File: config.mk
export PLATFORM = sky130hd
export DESIGN_NAME = spi_master_arbiter
export DESIGN_NICKNAME = d
export VERILOG_FILES = /design/src/rtl/spi_master_arbiter.sv
export SDC_FILE = /design/constraint.sdc
export NUM_CORES = 1
export LEC_CHECK = 0
export CORE_MARGIN = 5
export CORE_UTILIZATION = 34
export DETAILED_ROUTE_END_ITERATION = 10
export PLACE_DENSITY = 0.72
export RECOVER_POWER = 25
export SYNTH_ARGS = -nofsm -noshare
export SYNTH_HDL_FRONTEND = slang
export SYNTH_SLANG_ARGS = --single-unit
File: constraint.sdc
create_clock -name Clk -period 5.09 [get_ports Clk]
set_input_delay 1.018 -clock Clk [delete_from_list [all_inputs] [get_ports Clk]]
set_output_delay 1.018 -clock Clk [all_outputs]
set_load 0.1 [all_outputs]
File: src/rtl/spi_master_arbiter.sv
// Round-robin arbiter that shares one SPI master among NUM_REQ requesters,
// each owning one slave-select line.
module spi_master_arbiter #(
  parameter int NUM_REQ    = 4,
  parameter int DATA_WIDTH = 8,
  parameter int TIMEOUT    = 15
) (
  input  logic                          Clk,
  input  logic                          Reset,
  input  logic [NUM_REQ-1:0]            Req,
  input  logic [NUM_REQ*DATA_WIDTH-1:0] ReqTxData,
  input  logic [NUM_REQ*2-1:0]          ReqClkDiv,
  output logic [NUM_REQ-1:0]            Grant,
  output logic [NUM_REQ-1:0]            Ack,
  output logic                          Err,
  output logic [DATA_WIDTH-1:0]         RxData,
  output logic                          Busy,
  output logic                          SpiStart,
  output logic [DATA_WIDTH-1:0]         SpiTxData,
  output logic [1:0]                    SpiClkDiv,
  input  logic                          SpiDone,
  input  logic [DATA_WIDTH-1:0]         SpiRxData,
  input  logic                          SpiSS,
  output logic [NUM_REQ-1:0]            SsOut
);

  localparam int IDX_W = (NUM_REQ > 1) ? $clog2(NUM_REQ) : 1;
  localparam logic [7:0] TIMEOUT_C = 8'(TIMEOUT);
  localparam logic [IDX_W-1:0] LAST_RST = IDX_W'(NUM_REQ - 1);
  localparam logic [NUM_REQ-1:0] ONE_C = {{(NUM_REQ-1){1'b0}}, 1'b1};

  typedef enum logic [2:0] {
    ST_IDLE      = 3'd0,
    ST_START     = 3'd1,
    ST_WAIT_BUSY = 3'd2,
    ST_WAIT_DONE = 3'd3,
    ST_COMPLETE  = 3'd4,
    ST_ABORT     = 3'd5,
    ST_GAP       = 3'd6
  } state_t;

  state_t                  state_r, state_s;
  logic [NUM_REQ-1:0]      grant_r, grant_s;
  logic [NUM_REQ-1:0]      ack_r, ack_s;
  logic                    err_r, err_s;
  logic [DATA_WIDTH-1:0]   rx_data_r, rx_data_s;
  logic                    busy_r, busy_s;
  logic                    spi_start_r, spi_start_s;
  logic [DATA_WIDTH-1:0]   spi_tx_data_r, spi_tx_data_s;
  logic [1:0]              spi_clk_div_r, spi_clk_div_s;
  logic [IDX_W-1:0]        last_r, last_s;
  logic [IDX_W-1:0]        idx_r, idx_s;
  logic [7:0]              cnt_r, cnt_s;
  logic                    win_found_s;
  logic [IDX_W-1:0]        win_idx_s;

  // Round-robin scan starting just after the last served requester.
  always_comb begin
    int pos;
    win_found_s = 1'b0;
    win_idx_s   = last_r;
    for (int k = 1; k <= NUM_REQ; k++) begin
      pos = (int'(last_r) + k >= NUM_REQ) ? int'(last_r) + k - NUM_REQ : int'(last_r) + k;
      if (!win_found_s && Req[pos]) begin
        win_found_s = 1'b1;
        win_idx_s   = IDX_W'(pos);
      end else begin
        win_found_s = win_found_s;
      end
    end
  end

  // Next-state and next-output logic; Ack/Err/SpiStart are pulses by default.
  always_comb begin
    state_s       = state_r;
    grant_s       = grant_r;
    ack_s         = {NUM_REQ{1'b0}};
    err_s         = 1'b0;
    rx_data_s     = rx_data_r;
    spi_start_s   = 1'b0;
    spi_tx_data_s = spi_tx_data_r;
    spi_clk_div_s = spi_clk_div_r;
    last_s        = last_r;
    idx_s         = idx_r;
    cnt_s         = cnt_r;
    case (state_r)
      ST_IDLE: begin
        if (win_found_s) begin
          grant_s       = ONE_C << win_idx_s;
          idx_s         = win_idx_s;
          spi_tx_data_s = ReqTxData[int'(win_idx_s)*DATA_WIDTH +: DATA_WIDTH];
          spi_clk_div_s = ReqClkDiv[int'(win_idx_s)*2 +: 2];
          spi_start_s   = 1'b1;
          state_s       = ST_START;
        end else begin
          state_s = ST_IDLE;
        end
      end
      ST_START: begin
        cnt_s   = 8'd0;
        state_s = ST_WAIT_BUSY;
      end
      ST_WAIT_BUSY: begin
        if (!SpiDone) begin
          state_s = ST_WAIT_DONE;
        end else if (cnt_r + 8'd1 == TIMEOUT_C) begin
          cnt_s   = cnt_r + 8'd1;
          state_s = ST_ABORT;
        end else begin
          cnt_s = cnt_r + 8'd1;
        end
      end
      ST_WAIT_DONE: begin
        if (SpiDone) begin
          state_s = ST_COMPLETE;
        end else begin
          state_s = ST_WAIT_DONE;
        end
      end
      ST_COMPLETE: begin
        rx_data_s = SpiRxData;
        ack_s     = grant_r;
        grant_s   = {NUM_REQ{1'b0}};
        last_s    = idx_r;
        state_s   = ST_GAP;
      end
      ST_ABORT: begin
        ack_s   = grant_r;
        err_s   = 1'b1;
        grant_s = {NUM_REQ{1'b0}};
        last_s  = idx_r;
        state_s = ST_GAP;
      end
      ST_GAP: begin
        state_s = ST_IDLE;
      end
      default: begin
        grant_s = {NUM_REQ{1'b0}};
        state_s = ST_IDLE;
      end
    endcase
    busy_s = (state_s != ST_IDLE);
  end

  // State and output registers.
  always_ff @(posedge Clk or posedge Reset) begin
    if (Reset) begin
      state_r       <= ST_IDLE;
      grant_r       <= {NUM_REQ{1'b0}};
      ack_r         <= {NUM_REQ{1'b0}};
      err_r         <= 1'b0;
      rx_data_r     <= {DATA_WIDTH{1'b0}};
      busy_r        <= 1'b0;
      spi_start_r   <= 1'b0;
      spi_tx_data_r <= {DATA_WIDTH{1'b0}};
      spi_clk_div_r <= 2'b00;
      last_r        <= LAST_RST;
      idx_r         <= {IDX_W{1'b0}};
      cnt_r         <= 8'd0;
    end else begin
      state_r       <= state_s;
      grant_r       <= grant_s;
      ack_r         <= ack_s;
      err_r         <= err_s;
      rx_data_r     <= rx_data_s;
      busy_r        <= busy_s;
      spi_start_r   <= spi_start_s;
      spi_tx_data_r <= spi_tx_data_s;
      spi_clk_div_r <= spi_clk_div_s;
      last_r        <= last_s;
      idx_r         <= idx_s;
      cnt_r         <= cnt_s;
    end
  end

  // Slave-select fan-out follows the master's SS only on the granted line.
  always_comb begin
    for (int i = 0; i < NUM_REQ; i++) begin
      SsOut[i] = grant_r[i] ? SpiSS : 1'b1;
    end
  end

  assign Grant     = grant_r;
  assign Ack       = ack_r;
  assign Err       = err_r;
  assign RxData    = rx_data_r;
  assign Busy      = busy_r;
  assign SpiStart  = spi_start_r;
  assign SpiTxData = spi_tx_data_r;
  assign SpiClkDiv = spi_clk_div_r;

endmodule

==> results of run 1 <==
cell usage in the layout, fill, tap and decap left out, types with 3 or more instances in the layout:
cell / count
a211o_1: 10
a21oi_1: 9
a31oi_1: 4
and2_0: 3
and2_1: 3
and3_1: 3
clkbuf_8: 5
clkdlybuf4s50_1: 86
dfrtp_1: 42
inv_1: 6
mux2_2: 9
mux2i_1: 10
nand2_1: 19
nand2b_1: 10
nand3_1: 3
nand4_1: 12
nor2_1: 6
nor3_1: 4
o211ai_1: 4
o211ai_2: 6
o21a_1: 4
o21ai_0: 15
o31ai_1: 12
per-layer routing:
metal / GRT usage (%) / up-vias
met5: 0 / -
met4: 4.03 / 0
met3: 4.03 / 6
met2: 23.5 / 90
met1: 18.0 / 1028
li1: - / 1062
path summary, 6_finish.rpt:
path                                       start                  endpoint  cells after the start
hold reg to reg             idx_r[1]$_DFFE_PP0P_      idx_r[1]$_DFFE_PP0P_                      1
hold / removal              idx_r[1]$_DFFE_PP0P_      idx_r[1]$_DFFE_PP0P_                      1
max in group asynchronous                  Reset  SpiTxData[6]$_DFFE_PP0P_                      2
min in group asynchronous                  Reset     RxData[4]$_DFFE_PP0P_                      2
setup reg to reg           last_r[1]$_DFFE_PP1N_  SpiTxData[7]$_DFFE_PP0P_                      5
setup / recovery                           SpiSS                  SsOut[3]                      3
critical path: cells and delay by family:
family                 cells  cell delay, ps
AND/OR/NAND/NOR            1             120
buffers and inverters      2            1660
synth_stat cells (5+ instances only):
master,count
o21ai_0,15
nor2_1,6
nand4_1,12
dfrtp_1,42
and2_1,6
inv_1,6
o211ai_2,6
clkbuf_1,5
mux2i_1,10
buf_2,8
nand2b_1,10
nand2_1,19
o31ai_1,12
mux2_2,9
a21oi_1,9
a211o_1,10
flip-flops by register name, summed over array words and instances (netlist names):
signal,count
last_r,2
SpiClkDiv,2
idx_r,2
SpiTxData,8
Err,1
Ack,4
SpiStart,1
Grant,4
cnt_r,8
Busy,1
state_r,3
RxData,8
cells by family after synthesis:
| logic type | Yosys count | share of synthesized area [%] |
|---|---|---|
| AND/OR/NAND/NOR | 74 | 17.3 |
| multiplexers | 19 | 8.07 |
| AO/OA/AOI/OAI | 78 | 23.0 |
| adder cells (fa/ha/maj) | 2 | 1.00 |
| flip-flops | 44 | 44.2 |
| XOR/XNOR | 3 | 1.05 |
| buffers and inverters | 26 | 5.42 |
power groups by stage:
stage | clock (µW) | combinational [µW] | sequential [µW]
finish | 272 | 1490 | 608
global route | 294 | 1570 | 636
CTS | 279 | 1500 | 609
detailed placement | 0 | 1490 | 615
global placement | 0 | 1470 | 607
floorplan | 0 | 603 | 1180
through the flow:
stage / cells / hold WS (ps)
3_3_place_gp: 415 / 476
4_1_cts: 423 / 503
5_1_grt: 423 / 526
6_report: 423 / 499
3_5_place_dp: 415 / 485
2_1_floorplan: 246 / 454
cell type report:
type | instances | area share (%)
multi-input combinational | 176 | 35.6
sequential | 44 | 31.5
timing repair buffer | 89 | 25.3
tap | 99 | 3.53
clock buffer | 5 | 1.96
clock inverter | 3 | 1.36
inverter | 7 | 0.749
==> results.ini, run 1 <==
[run_status]
status = finished, violations left
violations = capacitance limit, slew limit

[place]
gp_congestion = 0.863
place_hpwl_um = 4890
io_buffers = 88
placed_area_um2 = 3400
pre_cts_ws_ps = 1250

[drt]
dr.pass1.iters = 4
routedWlPerCell_um = 15.2
routed-wl-met2_um = 2990
first_iter_violations = 83
antenna_left = 0
wl_met3_um = 563
met1_length_um = 2810
routed_wl_um = 6430
vias = 2186
viasPerCell = 5.17
routed.top_layer = met4
drc = 0

[clock_tree]
hold_buffers = 0
cts_tree = yes
clk_pin_slew_ps = 90
cts_resized = 0
numCtsBuffers = 5
clock-root-buffer = clkbuf_8
htree_num_levels = 2
clock_sink_count = 44
post_cts_buffers = 0
clockBufferDepth = 2
insertion_delay_ps = 300

[setup_path]
startpoint_type = input pin
critical-path-max-stage-delay_ps = 1130
r2r_setup_slack_ps = 2890
cp.arrival_ps = 2800
worstPathCellList = clkdlybuf4s50_1, nand2b_1, clkdlybuf4s50_1
crit_slowest_cell = clkdlybuf4s50_1
end_kind = output pin
cpMostUsedCell = clkdlybuf4s50_1
worstPathRequired_ps = 4070
crit_path_max_fanout = 4
criticalPathCategory = in -> out

[global_route]
antenna_found_initial = 0
grt_max_degree = 45
track_usage_pct = 14.2
grt_pass1_wl_um = 10300
grt_pass1_vias = 2189
overflow = 0

[synthesis]
synthCells = 246
synth-edff-count = 0
ys_warn_count = 0
avgSynthCellArea_um2 = 10.1
synth_area_um2 = 2490
synthArstFlopShare_pct = 100
synth_nets = 304
synthDistinctLibCells = 50
netlist.area_leader.share_pct = 42.1
synth_area_leaders = dfrtp_1, mux2_2, mux2i_1
synth_ff_type = dfrtp_1
synth-seq-area-share_pct = 44.2
synth_top_cell_by_area = dfrtp_1
synth_seq_cells = 44

[pwr]
internal_power_uw = 1060
switching_share_pct = 55.3
comb_power_share_pct = 62.8
pwr_density_cell_nw_per_um2 = 675
seqPwrFrac_pct = 25.7
p_switching_uw = 1310
power.leakage_uw = 0.00142
pwr-share-clk_pct = 11.5
report.power.total_uw = 2370
ir_drop_mv = 0.280

[hold_path]
worst_hold_path_type = reg -> reg

[cells_and_area]
nFillCells = 675
fin_area_um2 = 3510
final_util_pct = 48.6
syn_to_final_growth_pct = 40.6
seq_area_um2 = 1100
finalNetCount = 381
antenna_cells = 0
multi_input_area_um2 = 1250
drive_above_1_share_pct = 11.1

[die]
initial_core_util_pct = 34.6
fp.dieH_um = 95.7
io-pin-count = 89
die_x_um = 95.7
row_count = 31
die_area_um2 = 9150
fp.coreArea_um2 = 7210

[run]
drv_cap = 1

[sta]
hold_viol_final = 0
fin_crit_ps = 3820
rsz0062_at_grt = false
slew_headroom_pct = -8.34
tightest_slew_ps = 1620
setup_violations = 0
drv_slew = 45
fin_ws_ps = 1270
fmax_mhz = 262
setup_tns_ps = 0
fin_worst_skew_ps = 7.30
fin_crit_sh_pct = 75.0

Note: power is estimated with default switching activity, not from simulation.
==> inputs of run 2 (changes only) <==
--- a/config.mk
+++ b/config.mk
@@ -8,7 +8,7 @@
 export CORE_MARGIN = 5
 export CORE_UTILIZATION = 34
 export DETAILED_ROUTE_END_ITERATION = 10
-export PLACE_DENSITY = 0.72
+export PLACE_DENSITY = 0.75
 export RECOVER_POWER = 25
 export SYNTH_ARGS = -nofsm -noshare
 export SYNTH_HDL_FRONTEND = slang
==> constraint.sdc (replaced) <==
create_clock -name Clk -period 3.35 [get_ports Clk]
set_input_delay 0.67 -clock Clk [delete_from_list [all_inputs] [get_ports Clk]]
set_output_delay 0.67 -clock Clk [all_outputs]
set_load 0.1 [all_outputs]
==> results.ini, run 2 (same netlist as run 1, synthesis figures left out) <==
[run_status]
status = finished, violations left  ; unchanged
violations = capacitance limit, slew limit  ; unchanged

[setup_path]
cp.arrival_ps = 1780  ; was 2800 ps
startpoint_type = flip-flop  ; was input pin
crit_slowest_cell = clkdlybuf4s50_1  ; unchanged
worstPathCellList = clkdlybuf4s50_1  ; was clkdlybuf4s50_1, nand2b_1, clkdlybuf4s50_1
crit_path_max_fanout = 2  ; was 4
timing.rr.start = last_r[1]$_DFFE_PP1N_  ; unchanged
cp_top_family = buffers and inverters  ; unchanged
r2r_end = SpiClkDiv[0]$_DFFE_PP0P_  ; was SpiTxData[7]$_DFFE_PP0P_
worstPathRequired_ps = 2680  ; was 4070 ps
crit_buf_inv = 1  ; was 2
worstRegToRegCells = 5  ; unchanged
r2r_setup_slack_ps = 1140  ; was 2890 ps
critical-path-max-stage-delay_ps = 1140  ; was 1130 ps
criticalPathCategory = reg -> out  ; was in -> out
end_kind = output pin  ; unchanged

[clock_tree]
htree_num_levels = 2  ; unchanged
clock-root-buffer = clkbuf_8  ; unchanged
numCtsBuffers = 5  ; unchanged
hold_buffers = 0  ; unchanged
clk_pin_slew_ps = 90  ; about the same
cts_tree = yes  ; unchanged
clock_sink_count = 44  ; unchanged
cts_resized = 0  ; unchanged
clockBufferDepth = 2  ; unchanged
post_cts_buffers = 0  ; unchanged
insertion_delay_ps = 300  ; about the same

[cells_and_area]
nFillCells = 716  ; was 675
final_common_cell = clkdlybuf4s50_1  ; unchanged
finalNetCount = 382  ; was 381
drive_above_1_share_pct = 16.4  ; was 11.1%
layout_common_cells = clkdlybuf4s50_1, dfrtp_1, nand2_1  ; unchanged
syn_to_final_growth_pct = 36.8  ; was 40.6%
antenna_cells = 0  ; unchanged

[die]
fp.dieH_um = 95.7  ; unchanged
fp.coreArea_um2 = 7210  ; unchanged
row_count = 31  ; unchanged
die_area_um2 = 9150  ; unchanged
die_x_um = 95.7  ; unchanged
io-pin-count = 89  ; unchanged
initial_core_util_pct = 34.6  ; unchanged

[drt]
antenna_left = 0  ; unchanged
drc = 0  ; unchanged
first_iter_violations = 140  ; was 83
vias = 2168  ; was 2186
dr.pass1.iters = 4  ; unchanged
routedWlPerCell_um = 15.2  ; about the same
routed_wl_um = 6410  ; was 6430 µm
viasPerCell = 5.13  ; was 5.17

[sta]
slew_headroom_pct = -9.03  ; was -8.34%
setup_tns_ps = 0  ; unchanged
holdWs_ps = 506  ; was 499 ps
setup_violations = 0  ; unchanged
fin_crit_sh_pct = 73.2
hold_viol_final = 0  ; unchanged
tightest_slew_ps = 1630  ; was 1620 ps
fin_worst_skew_ps = 12.5  ; was 7.30 ps
fmax_mhz = 408
rsz0062_at_grt = false  ; unchanged
drv_slew = 45  ; unchanged
fin_crit_ps = 2450

[run]
drv_cap = 1  ; unchanged

[global_route]
antenna_found_initial = 0  ; unchanged
overflow = 0  ; unchanged
track_usage_pct = 14.1  ; was 14.2%
grt_pass1_vias = 2101  ; was 2189
grt_pass1_wl_um = 10200  ; was 10300 µm
grt_max_degree = 45  ; unchanged

[place]
io_buffers = 88  ; unchanged
place_hpwl_um = 4950  ; was 4890 µm
gp_congestion = 0.878  ; was 0.863

[pwr]
seqPwrFrac_pct = 26.2  ; was 25.7%
pwr-share-clk_pct = 13.2  ; was 11.5%
comb_power_share_pct = 60.6  ; was 62.8%
ir_drop_mv = 0.500  ; was 0.280 mV
internal_power_uw = 1590  ; was 1060 µW
switching_share_pct = 55.4  ; was 55.3%
p_switching_uw = 1970  ; was 1310 µW
pwr_density_cell_nw_per_um2 = 1040  ; was 675 nW/µm²
power.leakage_uw = 0.00142  ; about the same

[hold_path]
hold_depth = 1  ; unchanged
holdPathEnd = idx_r[0]$_DFFE_PP0P_  ; was idx_r[1]$_DFFE_PP0P_
worst_hold_path_type = reg -> reg  ; unchanged
hold_start = idx_r[0]$_DFFE_PP0P_  ; was idx_r[1]$_DFFE_PP0P_

[run 2: cell count changes in the layout (fill, tap and decap cells not counted), sizes merged]
cell and delta:
buf +17, bufinv +1, clkbuf +13, clkdlybuf4s50 -29
clkinv -2
[run 2: how the worst max path moves through the flow]
stage | from | to | slack [ps] | depth (start not counted)
after floorplan | Grant[0]$_DFFE_PP0P_ | SsOut[0] | 950 | 1
after global placement | Req[0] | SpiTxData[4]$_DFFE_PP0P_ | 620 | 6
after detailed placement | Req[1] | SpiClkDiv[0]$_DFFE_PP0P_ | 570 | 5
after CTS | RxData[0]$_DFFE_PP0P_ | RxData[0] | 880 | 1
after global routing | Reset | cnt_r[2]$_DFFE_PP0P_ | 640 | 2
final | RxData[2]$_DFFE_PP0P_ | RxData[2] | 900 | 1
[run 2: cell type report]
class | instances | area [µm²] | area share (%)
repair buffers | 90 | 774 | 22.7
inverters | 7 | 26.3 | 0.770
clock buffers | 5 | 68.8 | 2.02
clock inverters | 2 | 60.1 | 1.76
flip-flops and latches | 44 | 1100 | 32.3
well taps | 99 | 124 | 3.63
multi-input cells | 176 | 1260 | 36.8
[run 2: power by group through the flow]
stage          clock [µW]  combinational [µW]  sequential (µW)
5_1_grt               503                2280              967
2_1_floorplan           0                 916             1790
3_5_place_dp            0                2220              944
3_3_place_gp            0                2200              932
6_report              470                2160              934
4_1_cts               479                2220              935
[run 2: per-stage QoR]
step | instance area, µm² | std cells | total power [µW] | setup WS, ps | util (%)
6_report | 3410 | 423 | 3560 | 897 | 47.3
5_1_grt | 3410 | 423 | 3750 | 642 | 47.3
4_1_cts | 3460 | 423 | 3640 | 875 | 48.0
3_5_place_dp | 3330 | 416 | 3160 | 574 | 46.2
3_3_place_gp | 3330 | 416 | 3130 | 623 | 46.2
2_1_floorplan | 2490 | 246 | 2710 | 950 | -
[run 2: per-layer routing]
metal,track usage [%],wire (µm),part of all wire (%)
met5,0,0,0
met1,18.6,2820,44
met4,4.27,81,1.3
met3,4.26,520,8.1
met2,22.3,2990,47
==> inputs of run 3 (changes only) <==
--- a/config.mk
+++ b/config.mk
@@ -8,7 +8,7 @@
 export CORE_MARGIN = 5
 export CORE_UTILIZATION = 34
 export DETAILED_ROUTE_END_ITERATION = 10
-export PLACE_DENSITY = 0.75
+export PLACE_DENSITY = 0.72
 export RECOVER_POWER = 25
 export SYNTH_ARGS = -nofsm -noshare
 export SYNTH_HDL_FRONTEND = slang
==> constraint.sdc (replaced) <==
create_clock -name Clk -period 2.39 [get_ports Clk]
set_input_delay 0.478 -clock Clk [delete_from_list [all_inputs] [get_ports Clk]]
set_output_delay 0.478 -clock Clk [all_outputs]
set_load 0.1 [all_outputs]
==> results.ini, run 3 (same netlist as run 1, synthesis figures left out) <==
[sta]
fmax_mhz = 513
drv_slew = 0  ; was 45
setup_violations = 0  ; unchanged
fin_crit_ps = 1950
hold_viol_final = 0  ; unchanged
fin_crit_sh_pct = 81.5
setup_tns_ps = 0  ; unchanged
fin_worst_skew_ps = 11.7  ; was 12.5 ps
tightest_slew_ps = 905  ; was 1630 ps
rsz0062_at_grt = false  ; unchanged
slew_headroom_pct = 39.6  ; was -9.03%

[setup_path]
criticalPathCategory = in -> reg  ; was reg -> out
crit_path_max_fanout = 12  ; was 2
startpoint_type = input pin  ; was flip-flop
cp.arrival_ps = 2170  ; was 1780 ps
end_kind = flip-flop  ; was output pin
worstPathRequired_ps = 2610  ; was 2680 ps

[clock_tree]
clock-root-buffer = clkbuf_8  ; unchanged
post_cts_buffers = 0  ; unchanged
cts_tree = yes  ; unchanged
cts_resized = 0  ; unchanged
clk_pin_slew_ps = 90  ; about the same
hold_buffers = 0  ; unchanged
htree_num_levels = 2  ; unchanged
numCtsBuffers = 5  ; unchanged
clock_sink_count = 44  ; unchanged
insertion_delay_ps = 300  ; about the same
clockBufferDepth = 2  ; unchanged

[cells_and_area]
antenna_cells = 0  ; unchanged
final_common_cell = clkdlybuf4s50_1  ; unchanged
layout_common_cells = clkdlybuf4s50_1, dfrtp_1, buf_4  ; was clkdlybuf4s50_1, dfrtp_1, nand2_1
final_util_pct = 48.9  ; was 47.3%
fin_cells = 432  ; was 423
drive_above_1_share_pct = 23.4  ; was 16.4%
syn_to_final_growth_pct = 41.5  ; was 36.8%
finalNetCount = 390  ; was 382

[die]
die_area_um2 = 9150  ; unchanged
row_count = 31  ; unchanged
fp.coreArea_um2 = 7210  ; unchanged
io-pin-count = 89  ; unchanged
fp.dieH_um = 95.7  ; unchanged
initial_core_util_pct = 34.6  ; unchanged
die_x_um = 95.7  ; unchanged

[pwr]
p_switching_uw = 2790  ; was 1970 µW
internal_power_uw = 2180  ; was 1590 µW
seqPwrFrac_pct = 26.2  ; about the same
switching_share_pct = 56.2  ; was 55.4%
ir_drop_mv = 0.611  ; was 0.500 mV
pwr_density_cell_nw_per_um2 = 1410  ; was 1040 nW/µm²
pwr-share-clk_pct = 9.1  ; was 13.2%
comb_power_share_pct = 64.7  ; was 60.6%
power.leakage_uw = 0.00153  ; was 0.00142 µW

[drt]
first_iter_violations = 85  ; was 140
vias = 2208  ; was 2168
drc = 0  ; unchanged
routedWlPerCell_um = 15.0  ; was 15.2 µm
dr.pass1.iters = 4  ; unchanged
antenna_left = 0  ; unchanged
viasPerCell = 5.11  ; was 5.13
routed_wl_um = 6480  ; was 6410 µm

[global_route]
antenna_found_initial = 0  ; unchanged
track_usage_pct = 14.9  ; was 14.1%
grt_pass1_wl_um = 10800  ; was 10200 µm
overflow = 0  ; unchanged
grt_pass1_vias = 2295  ; was 2101
grt_max_degree = 25  ; was 45

[place]
place_hpwl_um = 5180  ; was 4950 µm
gp_congestion = 0.842  ; was 0.878
dp.cells = 424  ; was 416
io_buffers = 88  ; unchanged

[hold_path]
worst_hold_path_type = reg -> reg  ; unchanged

[run]
drv_cap = 0  ; was 1

[run_status]
status = finished, final reports clean  ; was finished, violations left

[run 3: path summary, 6_finish.rpt]
check / from / cells past startpoint / slack (ps) / endpoint
hold reg to reg: idx_r[0]$_DFFE_PP0P_ / 1 / 500 / idx_r[0]$_DFFE_PP0P_
hold / removal: idx_r[0]$_DFFE_PP0P_ / 1 / 500 / idx_r[0]$_DFFE_PP0P_
min in group asynchronous: Reset / 2 / 810 / SpiTxData[7]$_DFFE_PP0P_
max in group asynchronous: Reset / 3 / 640 / RxData[4]$_DFFE_PP0P_
setup / recovery: Req[1] / 6 / 440 / SpiTxData[6]$_DFFE_PP0P_
setup reg to reg: cnt_r[1]$_DFFE_PP0P_ / 6 / 550 / state_r[1]$_DFF_PP0_
[run 3: power groups by stage]
stage	sequential, µW	combinational, µW	clock, µW
floorplan	2510	1280	0
global placement	1310	3200	0
detailed placement	1310	3230	0
CTS	1300	3240	475
global route	1350	3410	498
finish	1300	3210	454
[run 3: metal layers]
| layer | GRT usage (%) | wire length, µm | vias to the layer above |
|---|---|---|---|
| met2 | 24.8 | 3060 | 86 |
| met4 | 5.09 | 117 | 0 |
| met3 | 4.03 | 526 | 8 |
| li1 | - | - | 1081 |
| met5 | 0 | 0 | - |
| met1 | 18.7 | 2770 | 1033 |
[run 3: layout make-up]
type | count | area (µm²)
clock inverters | 3 | 18.8
clock buffers | 5 | 68.8
fillers | 707 | 3680
inverters | 7 | 26.3
repair buffers | 98 | 932
well taps | 99 | 124
flip-flops and latches | 44 | 1100
multi-input cells | 176 | 1260
[run 3: per-stage QoR]
step	power, µW	hold WS, ps	instance area [µm²]	setup WS [ps]
2_1_floorplan	3800	454	2490	182
3_3_place_gp	4500	485	3450	184
3_5_place_dp	4540	489	3450	81.4
4_1_cts	5010	508	3530	426
5_1_grt	5250	526	3530	287
6_report	4970	502	3530	442
[run 3: worst max-delay path, stage by stage]
cell	delay [ps]
clkdlybuf4s50_1	620
a21oi_1	70
a31o_1	200
o32ai_2	250
nand2_2	300
o211ai_1	250
